--- config.mk ---
export PLATFORM = sky130hd
export DESIGN_NAME = jt6295_mixinterp
export DESIGN_NICKNAME = d
export VERILOG_FILES = /design/src/rtl/jt6295_mixinterp.sv
export SDC_FILE = /design/constraint.sdc
export NUM_CORES = 1
export LEC_CHECK = 0
export ABC_AREA = 1
export CAP_MARGIN = 20
export CORE_MARGIN = 8
export CORE_UTILIZATION = 50
export DETAILED_ROUTE_END_ITERATION = 10
export GPL_ROUTABILITY_DRIVEN = 0
export PLACE_DENSITY_LB_ADDON = 0.12
export SLEW_MARGIN = 5
export SYNTH_ARGS = -nofsm -noshare
export SYNTH_HDL_FRONTEND = slang
export SYNTH_SLANG_ARGS = --single-unit
--- constraint.sdc ---
create_clock -name clk -period 6.9 [get_ports clk]
set_clock_uncertainty 0.2 [all_clocks]
set_input_delay 0.69 -clock clk [delete_from_list [all_inputs] [get_ports clk]]
set_output_delay 0.69 -clock clk [all_outputs]
set_load 0.01 [all_outputs]
--- src/rtl/jt6295_mixinterp.sv ---
// ----------------------------------------------------------------------------
// jt6295_mixinterp
//
// Channel mixer and linear-interpolating upsampler for the ADPCM voice path.
// CH time-multiplexed voice samples are summed into an AW-bit accumulator
// once per frame. On each frame strobe the sum is fitted to OW bits and latched.
// The output then ramps linearly from the previous frame value to the new one
// in 2^RATE_LOG steps, one step per output-rate strobe.
//
// Optional feature (macro JT6295_MIXINTERP_SAT_EN):
//   defined   : the frame sum is clamped to the OW-bit signed range and clip
//               pulses for one cycle after each frame strobe that clamped
//   undefined : the frame sum wraps (two's complement) to OW bits; clip = 0
//
// Ports:
//   rst        in  asynchronous reset, active-high
//   clk        in  clock
//   cen        in  frame strobe, one per input-rate sample
//   cen_ch     in  voice slot strobe, CH per frame; first slot coincides with cen
//   sound_in   in  IW-bit signed voice sample, valid when cen_ch=1
//   cen_out    in  output-rate strobe, 2^RATE_LOG per frame; one coincides with cen
//   sound_out  out OW-bit signed interpolated output
//   clip       out one-cycle pulse for a frame sum that saturated
// ----------------------------------------------------------------------------
module jt6295_mixinterp #(
    parameter int IW       = 12,
    parameter int CH       = 4,
    parameter int AW       = 16,
    parameter int OW       = 14,
    parameter int RATE_LOG = 2
) (
    input  logic                 rst,
    input  logic                 clk,
    input  logic                 cen,
    input  logic                 cen_ch,
    input  logic signed [IW-1:0] sound_in,
    input  logic                 cen_out,
    output logic signed [OW-1:0] sound_out,
    output logic                 clip
);

    localparam int SW = $clog2(CH + 1);          // slot counter holds 0..CH
    localparam int RW = OW + 1 + RATE_LOG;       // ramp keeps RATE_LOG fraction bits

    localparam logic [RATE_LOG-1:0] PH_MAX = '1;
    localparam logic [SW-1:0]       SLOTS  = SW'(CH);

    // ------------------------------------------------------------------------
    // State
    // ------------------------------------------------------------------------
    logic signed [AW-1:0] r_acc;
    logic        [SW-1:0] r_slot;
    logic signed [OW-1:0] r_cur;
    logic signed [OW-1:0] r_base;
    logic signed [OW:0]   r_delta;
    logic signed [RW-1:0] r_ramp;
    logic [RATE_LOG-1:0]  r_phase;
    logic signed [OW-1:0] r_sound_out;
    logic                 r_clip;

    // ------------------------------------------------------------------------
    // Frame fit: saturate or wrap the accumulator to OW bits
    // ------------------------------------------------------------------------
    logic signed [AW-1:0] w_sample;
    logic signed [OW-1:0] w_fit;
    logic                 w_clip_set;

    assign w_sample = AW'(sound_in);   // signed operand: size cast sign-extends

`ifdef JT6295_MIXINTERP_SAT_EN
    logic [AW-OW:0] w_top;
    logic           w_ovf;

    // The sum fits in OW bits exactly when every bit from the OW-bit sign
    // position upwards agrees.
    assign w_top      = r_acc[AW-1:OW-1];
    assign w_ovf      = ~((&w_top) | ~(|w_top));
    assign w_fit      = !w_ovf       ? r_acc[OW-1:0] :
                        r_acc[AW-1]  ? {1'b1, {(OW-1){1'b0}}} :
                                       {1'b0, {(OW-1){1'b1}}};
    assign w_clip_set = w_ovf;
`else
    assign w_fit      = r_acc[OW-1:0];
    assign w_clip_set = 1'b0;
`endif

    // ------------------------------------------------------------------------
    // Interpolator datapath. On a cen cycle the frame latch happens first, so
    // the values a simultaneous cen_out step uses are the post-latch ones:
    // base = old cur, ramp = 0, phase = 0, delta = freshly computed delta.
    // ------------------------------------------------------------------------
    logic signed [OW:0]   w_delta_new;
    logic signed [OW-1:0] w_base_eff;
    logic signed [OW:0]   w_delta_eff;
    logic signed [RW-1:0] w_ramp_eff;
    logic [RATE_LOG-1:0]  w_phase_eff;
    logic signed [OW-1:0] w_interp;
    logic signed [RW-1:0] w_ramp_step;

    assign w_delta_new = {w_fit[OW-1], w_fit} - {r_cur[OW-1], r_cur};

    assign w_base_eff  = cen ? r_cur       : r_base;
    assign w_delta_eff = cen ? w_delta_new : r_delta;
    assign w_ramp_eff  = cen ? '0          : r_ramp;
    assign w_phase_eff = cen ? '0          : r_phase;

    // base + (ramp >>> RATE_LOG) truncated to OW bits. Only the low OW bits of
    // the shifted ramp can influence a truncated OW-bit sum.
    assign w_interp    = w_base_eff + w_ramp_eff[OW-1+RATE_LOG:RATE_LOG];
    assign w_ramp_step = w_ramp_eff + RW'(w_delta_eff);

    // ------------------------------------------------------------------------
    // Accumulator. Excess slots beyond CH in a frame are ignored.
    // ------------------------------------------------------------------------
    // NOTE: sequential state uses non-blocking (<=) so every flop samples the
    // pre-edge values; blocking here would create order-dependent races.
    always_ff @(posedge clk or posedge rst) begin
        if (rst) begin
            r_acc  <= '0;
            r_slot <= '0;
        end else if (cen) begin
            r_acc  <= cen_ch ? w_sample : '0;
            r_slot <= cen_ch ? SW'(1)   : '0;
        end else if (cen_ch && (r_slot < SLOTS)) begin
            r_acc  <= r_acc + w_sample;
            r_slot <= r_slot + SW'(1);
        end
    end

    // ------------------------------------------------------------------------
    // Frame latch and interpolator
    // ------------------------------------------------------------------------
    always_ff @(posedge clk or posedge rst) begin
        if (rst) begin
            r_cur       <= '0;
            r_base      <= '0;
            r_delta     <= '0;
            r_ramp      <= '0;
            r_phase     <= '0;
            r_sound_out <= '0;
            r_clip      <= 1'b0;
        end else begin
            r_clip <= cen & w_clip_set;

            if (cen) begin
                r_cur   <= w_fit;
                r_base  <= r_cur;
                r_delta <= w_delta_new;
            end

            // The last step of a frame still produces an output but leaves the
            // ramp alone, so extra cen_out pulses repeat that value.
            if (cen_out) begin
                r_sound_out <= w_interp;
                if (w_phase_eff != PH_MAX) begin
                    r_ramp  <= w_ramp_step;
                    r_phase <= w_phase_eff + 1'b1;
                end else begin
                    r_ramp  <= w_ramp_eff;
                    r_phase <= w_phase_eff;
                end
            end else begin
                r_ramp  <= w_ramp_eff;
                r_phase <= w_phase_eff;
            end
        end
    end

    assign sound_out = r_sound_out;
    assign clip      = r_clip;

endmodule
==> impl_table.tex <==
\begin{tabular}{lr}
\hline
Metric & Value \\
\hline
\multicolumn{2}{l}{\textbf{Floorplanning}} \\
\quad Die Ht & 130.0 um \\
\quad Area inside the core boundary & 12,670 sq um \\
\quad Total Die Area & 16,910 sq um \\
\quad Effective utilization at floorplan & between 50\% and 60\% \\
\quad FP Rows & 41 \\
\quad Die width & approximately 130 um \\
\quad Top-level I/O count & 32 \\
\multicolumn{2}{l}{\textbf{STA}} \\
\quad Final-layout worst hold slack & between 200 and 300 ps \\
\quad Fin. max-slew vios & 0 \\
\quad Number of hold violations in the final report & 0 \\
\quad Period utilization & 53.28\% \\
\quad Worst Max-Slew Pin Slew & 641.3 ps \\
\quad Setup violators final & 0 \\
\quad Setup TNS & 0 ps \\
\quad Setup repair after global routing missed its margin & no \\
\quad Fmax & $\sim$270 MHz \\
\quad Period minus WS final & 3676 ps \\
\quad Slew Limit Headroom & 57.20\% \\
\quad PnR worst setup slack & 3224 ps \\
\multicolumn{2}{l}{\textbf{Yosys}} \\
\quad Top cell type by total area after synthesis & sky130\_fd\_sc\_hd\_\_dfrtp\_1 \\
\quad Ys async rst share & 100.0\% \\
\quad Prevailing post-synth register cell & sky130\_fd\_sc\_hd\_\_dfrtp\_1 \\
\quad Mean Syn Cell Area & between 7 and 8 sq um \\
\quad Number of warnings reported in the yosys synthesis log & 0 \\
\quad Synthesized flop and latch total & 92 \\
\quad Area contributors post-synth & sky130\_fd\_sc\_hd\_\_dfrtp\_1 (35\%), sky130\_fd\_sc\_hd\_\_nand2\_1 (14\%), sky130\_fd\_sc\_hd\_\_ha\_1 (11\%) \\
\quad Number of distinct standard cells referenced by the synthesized netlist & 45 \\
\quad Net count after synthesis & $\sim$960 \\
\quad Number of synthesized flops with an enable pin & 0 \\
\quad Sequential fraction of the synthesis area & 35.41\% \\
\quad Mapped Area & 6502 sq um \\
\quad Area fraction of the dominant cell type after synthesis & 35.41\% \\
\quad Number of instances in the synthesized netlist & 878 \\
\multicolumn{2}{l}{\textbf{Clock network}} \\
\quad Root buffer cell & sky130\_fd\_sc\_hd\_\_clkbuf\_16 \\
\quad Total of hold buffers inserted after clock tree synthesis & 0 \\
\quad Clk sinks & 92 \\
\quad \# resized after CTS & 0 \\
\quad Number of setup buffers added after CTS & 0 \\
\quad Clock latency of the later-clocked register in the worst-skew pair & between 300 and 400 ps \\
\quad Number of buffers created by CTS & 9 \\
\quad Clock Path Buffers & 2 \\
\quad Clock tree from TritonCTS & done \\
\quad Deepest level of the CTS H-tree & 3 \\
\quad CTS clk-pin slew, worst paths & 70 ps \\
\multicolumn{2}{l}{\textbf{Detailed routing}} \\
\quad Routed WL & 15.60 mm \\
\quad DRC violation total after the first TritonRoute iteration & about 450 \\
\quad DRC violations left & 0 \\
\quad Mean number of vias per cell & 5.340 \\
\quad Detail-routed net length per standard cell & 14.51 um \\
\quad Total number of vias & 5,741 \\
\quad First drt pass iteration count & 6 \\
\quad Final antenna-violating net count & 0 \\
\multicolumn{2}{l}{\textbf{Pwr}} \\
\quad LEAKAGE & 3.676 nW \\
\quad Pwr Total & 2.831 mW \\
\quad Pwr Density & approximately 390 nW/um\^{}2 \\
\quad IR drop worst, VDD & 0.1859 mV \\
\multicolumn{2}{l}{\textbf{Placement}} \\
\quad DP Wirelength & 11.88 mm \\
\quad Cell count after placement & 1,059 \\
\quad Total cell area at the placement stage & between 6000 and 7000 sq um \\
\quad Number of port buffers & 30 \\
\quad Worst slack at placement & 3008 ps \\
\multicolumn{2}{l}{\textbf{Final layout}} \\
\quad Final net count & 975 \\
\quad Leading cell type in the layout, fill and taps excluded & sky130\_fd\_sc\_hd\_\_nand2\_1 \\
\quad FILL cells & 1,200 \\
\quad Fraction of layout instances using a drive strength above 1 & 6.866\% \\
\quad Layout Area Growth over Synthesis & 11.37\% \\
\quad Fraction of the core area covered by cells at the end of the flow & roughly 57\% \\
\quad Final non-filler cell area & roughly 7200 sq um \\
\quad Most frequent cells in the layout & sky130\_fd\_sc\_hd\_\_nand2\_1 (234), sky130\_fd\_sc\_hd\_\_inv\_1 (97), sky130\_fd\_sc\_hd\_\_dfrtp\_1 (92), sky130\_fd\_sc\_hd\_\_nor2\_1 (73), sky130\_fd\_sc\_hd\_\_o21ai\_0 (63) \\
\quad Final cell count without fillers & $\sim$1,100 \\
\quad Ant diodes & 0 \\
\multicolumn{2}{l}{\textbf{Global routing}} \\
\quad GRT Total Usage & 19.90\% \\
\quad First-pass GRT wire length & 26.81 mm \\
\quad Vias in the first global route & $\sim$5,600 \\
\quad Overall overflow remaining after global route & 0 \\
\quad Maximum number of pins on one net before global-route repair & 69 \\
\quad Antenna violations before repair & 0 \\
\multicolumn{2}{l}{\textbf{Worst setup path}} \\
\quad Crit-path cells & inv\_1 -> ha\_1 -> inv\_1 -> fa\_1 -> nand2\_1 -> nand2\_1 -> nand3\_2 -> nand2\_2 -> a31oi\_1 -> xor2\_1 -> o21ai\_0 -> ha\_1 -> a21oi\_1 -> o21ai\_0 -> nand2\_1 -> nand3\_1 -> a21oi\_1 -> inv\_1 -> nand2\_2 -> nand3\_1 -> nand2\_1 -> nand2\_1 \\
\quad Dominant cell type by count on the critical path & sky130\_fd\_sc\_hd\_\_nand2\_1 \\
\quad WP buf/inv & 3 \\
\quad Cell with the biggest individual delay on the critical path & sky130\_fd\_sc\_hd\_\_ha\_1 \\
\quad Slowest cell delay on critical path & 410 ps \\
\quad Nature of the critical path startpoint & flop \\
\quad Family with the most delay on the worst path & adder cells \\
\quad Data arrival time of the worst path & 3720 ps \\
\quad Maximum fanout count along the critical path & 5 \\
\quad Worst setup path category & reg -> reg \\
\quad Crit path required time & 6940 ps \\
\quad Critical Path Sink Type & flop \\
\multicolumn{2}{l}{\textbf{Worst hold path}} \\
\quad Worst min-delay path category & reg -> reg \\
\multicolumn{2}{l}{\textbf{Outcome}} \\
\quad Result of the run & finished, final reports clean \\
\multicolumn{2}{l}{\textbf{Flow run}} \\
\quad Total of max-cap violations & 0 \\
\hline
\end{tabular}
-- worst reg2reg max path, stage by stage, from the launching register on --
cell and delay (ps):
sky130_fd_sc_hd__dfrtp_1 390, sky130_fd_sc_hd__inv_1 100, sky130_fd_sc_hd__ha_1 150, sky130_fd_sc_hd__inv_1 50, sky130_fd_sc_hd__fa_1 380, sky130_fd_sc_hd__nand2_1 90, sky130_fd_sc_hd__nand2_1 90, sky130_fd_sc_hd__nand3_2 70
sky130_fd_sc_hd__nand2_2 90, sky130_fd_sc_hd__a31oi_1 170, sky130_fd_sc_hd__xor2_1 210, sky130_fd_sc_hd__o21ai_0 150, sky130_fd_sc_hd__ha_1 410, sky130_fd_sc_hd__a21oi_1 220, sky130_fd_sc_hd__o21ai_0 130, sky130_fd_sc_hd__nand2_1 90
sky130_fd_sc_hd__nand3_1 60, sky130_fd_sc_hd__a21oi_1 190, sky130_fd_sc_hd__inv_1 80, sky130_fd_sc_hd__nand2_2 70, sky130_fd_sc_hd__nand3_1 70, sky130_fd_sc_hd__nand2_1 70, sky130_fd_sc_hd__nand2_1 40
-- flip-flops by register name, summed over array words and instances (netlist names) --
signal / cells
r_base: 14
r_delta: 15
sound_out: 14
r_ramp: 16
r_acc: 14
r_phase: 2
r_slot: 3
r_cur: 14
-- layout make-up --
class / count / area (sq um) / area share [%]
clock buffers: 11 / 252.7 / 3.490
clock inverters: 5 / 83.83 / 1.158
inverters: 101 / 384.1 / 5.304
multi-input cells: 661 / 3686 / 50.90
flip-flops and latches: 92 / 2302 / 31.79
well taps: 172 / 215.2 / 2.972
repair buffers: 33 / 317.8 / 4.388
-- cell families (layout without fill, tap and decap cells) --
| logic type | Yosys count | count (layout) | share of synthesized area (%) |
|---|---|---|---|
| DFF | 92 | 92 | 35.41 |
| buffers and inverters | 125 | 150 | 7.908 |
| and+or+nand+nor | 406 | 406 | 26.57 |
| adders and majority gates | 60 | 60 | 12.01 |
| xor gates and xnor gates | 20 | 20 | 2.694 |
| AOI/OAI and AO/OA | 174 | 174 | 15.35 |
| other | 1 | 1 | 0.05767 |
-- where the power goes --
group	total, mW	internal (mW)	switching, mW
Sequential	0.794	0.715	0.0792
Combinational	1.48	0.559	0.922
Clock	0.556	0.338	0.218
-- final timing paths --
check	endpoint	start	cells past startpoint	slack, ps
setup / recovery	r_ramp[15]	r_acc[0]	22	3220
hold / removal	sound_out[11]	sound_out[11]	2	280
setup reg to reg	r_ramp[15]	r_acc[0]	22	3220
hold reg to reg	sound_out[11]	sound_out[11]	2	280
max in group asynchronous	r_ramp[3]	rst	3	4950
min in group asynchronous	r_acc[13]	rst	2	530
-- cells in the mapped netlist, types with 2 or more instances --
cell type and n:
sky130_fd_sc_hd__dfrtp_1 92, sky130_fd_sc_hd__a211oi_1 3, sky130_fd_sc_hd__clkbuf_1 16, sky130_fd_sc_hd__or2_1 2, sky130_fd_sc_hd__xnor2_1 7, sky130_fd_sc_hd__o21ai_1 9
sky130_fd_sc_hd__buf_2 2, sky130_fd_sc_hd__a21oi_1 51, sky130_fd_sc_hd__and2_1 2, sky130_fd_sc_hd__a31oi_1 17, sky130_fd_sc_hd__nand3_1 53, sky130_fd_sc_hd__o21ai_2 6
sky130_fd_sc_hd__inv_2 2, sky130_fd_sc_hd__ha_1 56, sky130_fd_sc_hd__nor3_1 5, sky130_fd_sc_hd__nand2_1 234, sky130_fd_sc_hd__a21o_1 4, sky130_fd_sc_hd__nand3_2 3
sky130_fd_sc_hd__buf_4 2, sky130_fd_sc_hd__fa_1 4, sky130_fd_sc_hd__inv_1 98, sky130_fd_sc_hd__nor2_1 73, sky130_fd_sc_hd__xor2_1 13, sky130_fd_sc_hd__a21oi_2 6
sky130_fd_sc_hd__nand3b_1 6, sky130_fd_sc_hd__or2_2 7, sky130_fd_sc_hd__nand2_2 11, sky130_fd_sc_hd__nand4_1 6, sky130_fd_sc_hd__o211ai_1 2, sky130_fd_sc_hd__buf_6 3
sky130_fd_sc_hd__o21ai_0 63, sky130_fd_sc_hd__o21bai_1 7
-- routing by layer --
metal / up-vias / global-route usage (%) / wire length, um
li1: 2923 / - / -
met1: 2663 / 27.38 / 7591
met2: 140 / 30.90 / 6990
met3: 15 / 4.202 / 799
met4: 0 / 5.601 / 221
met5: - / 0 / 0
Power figures use the tool's default switching activity.
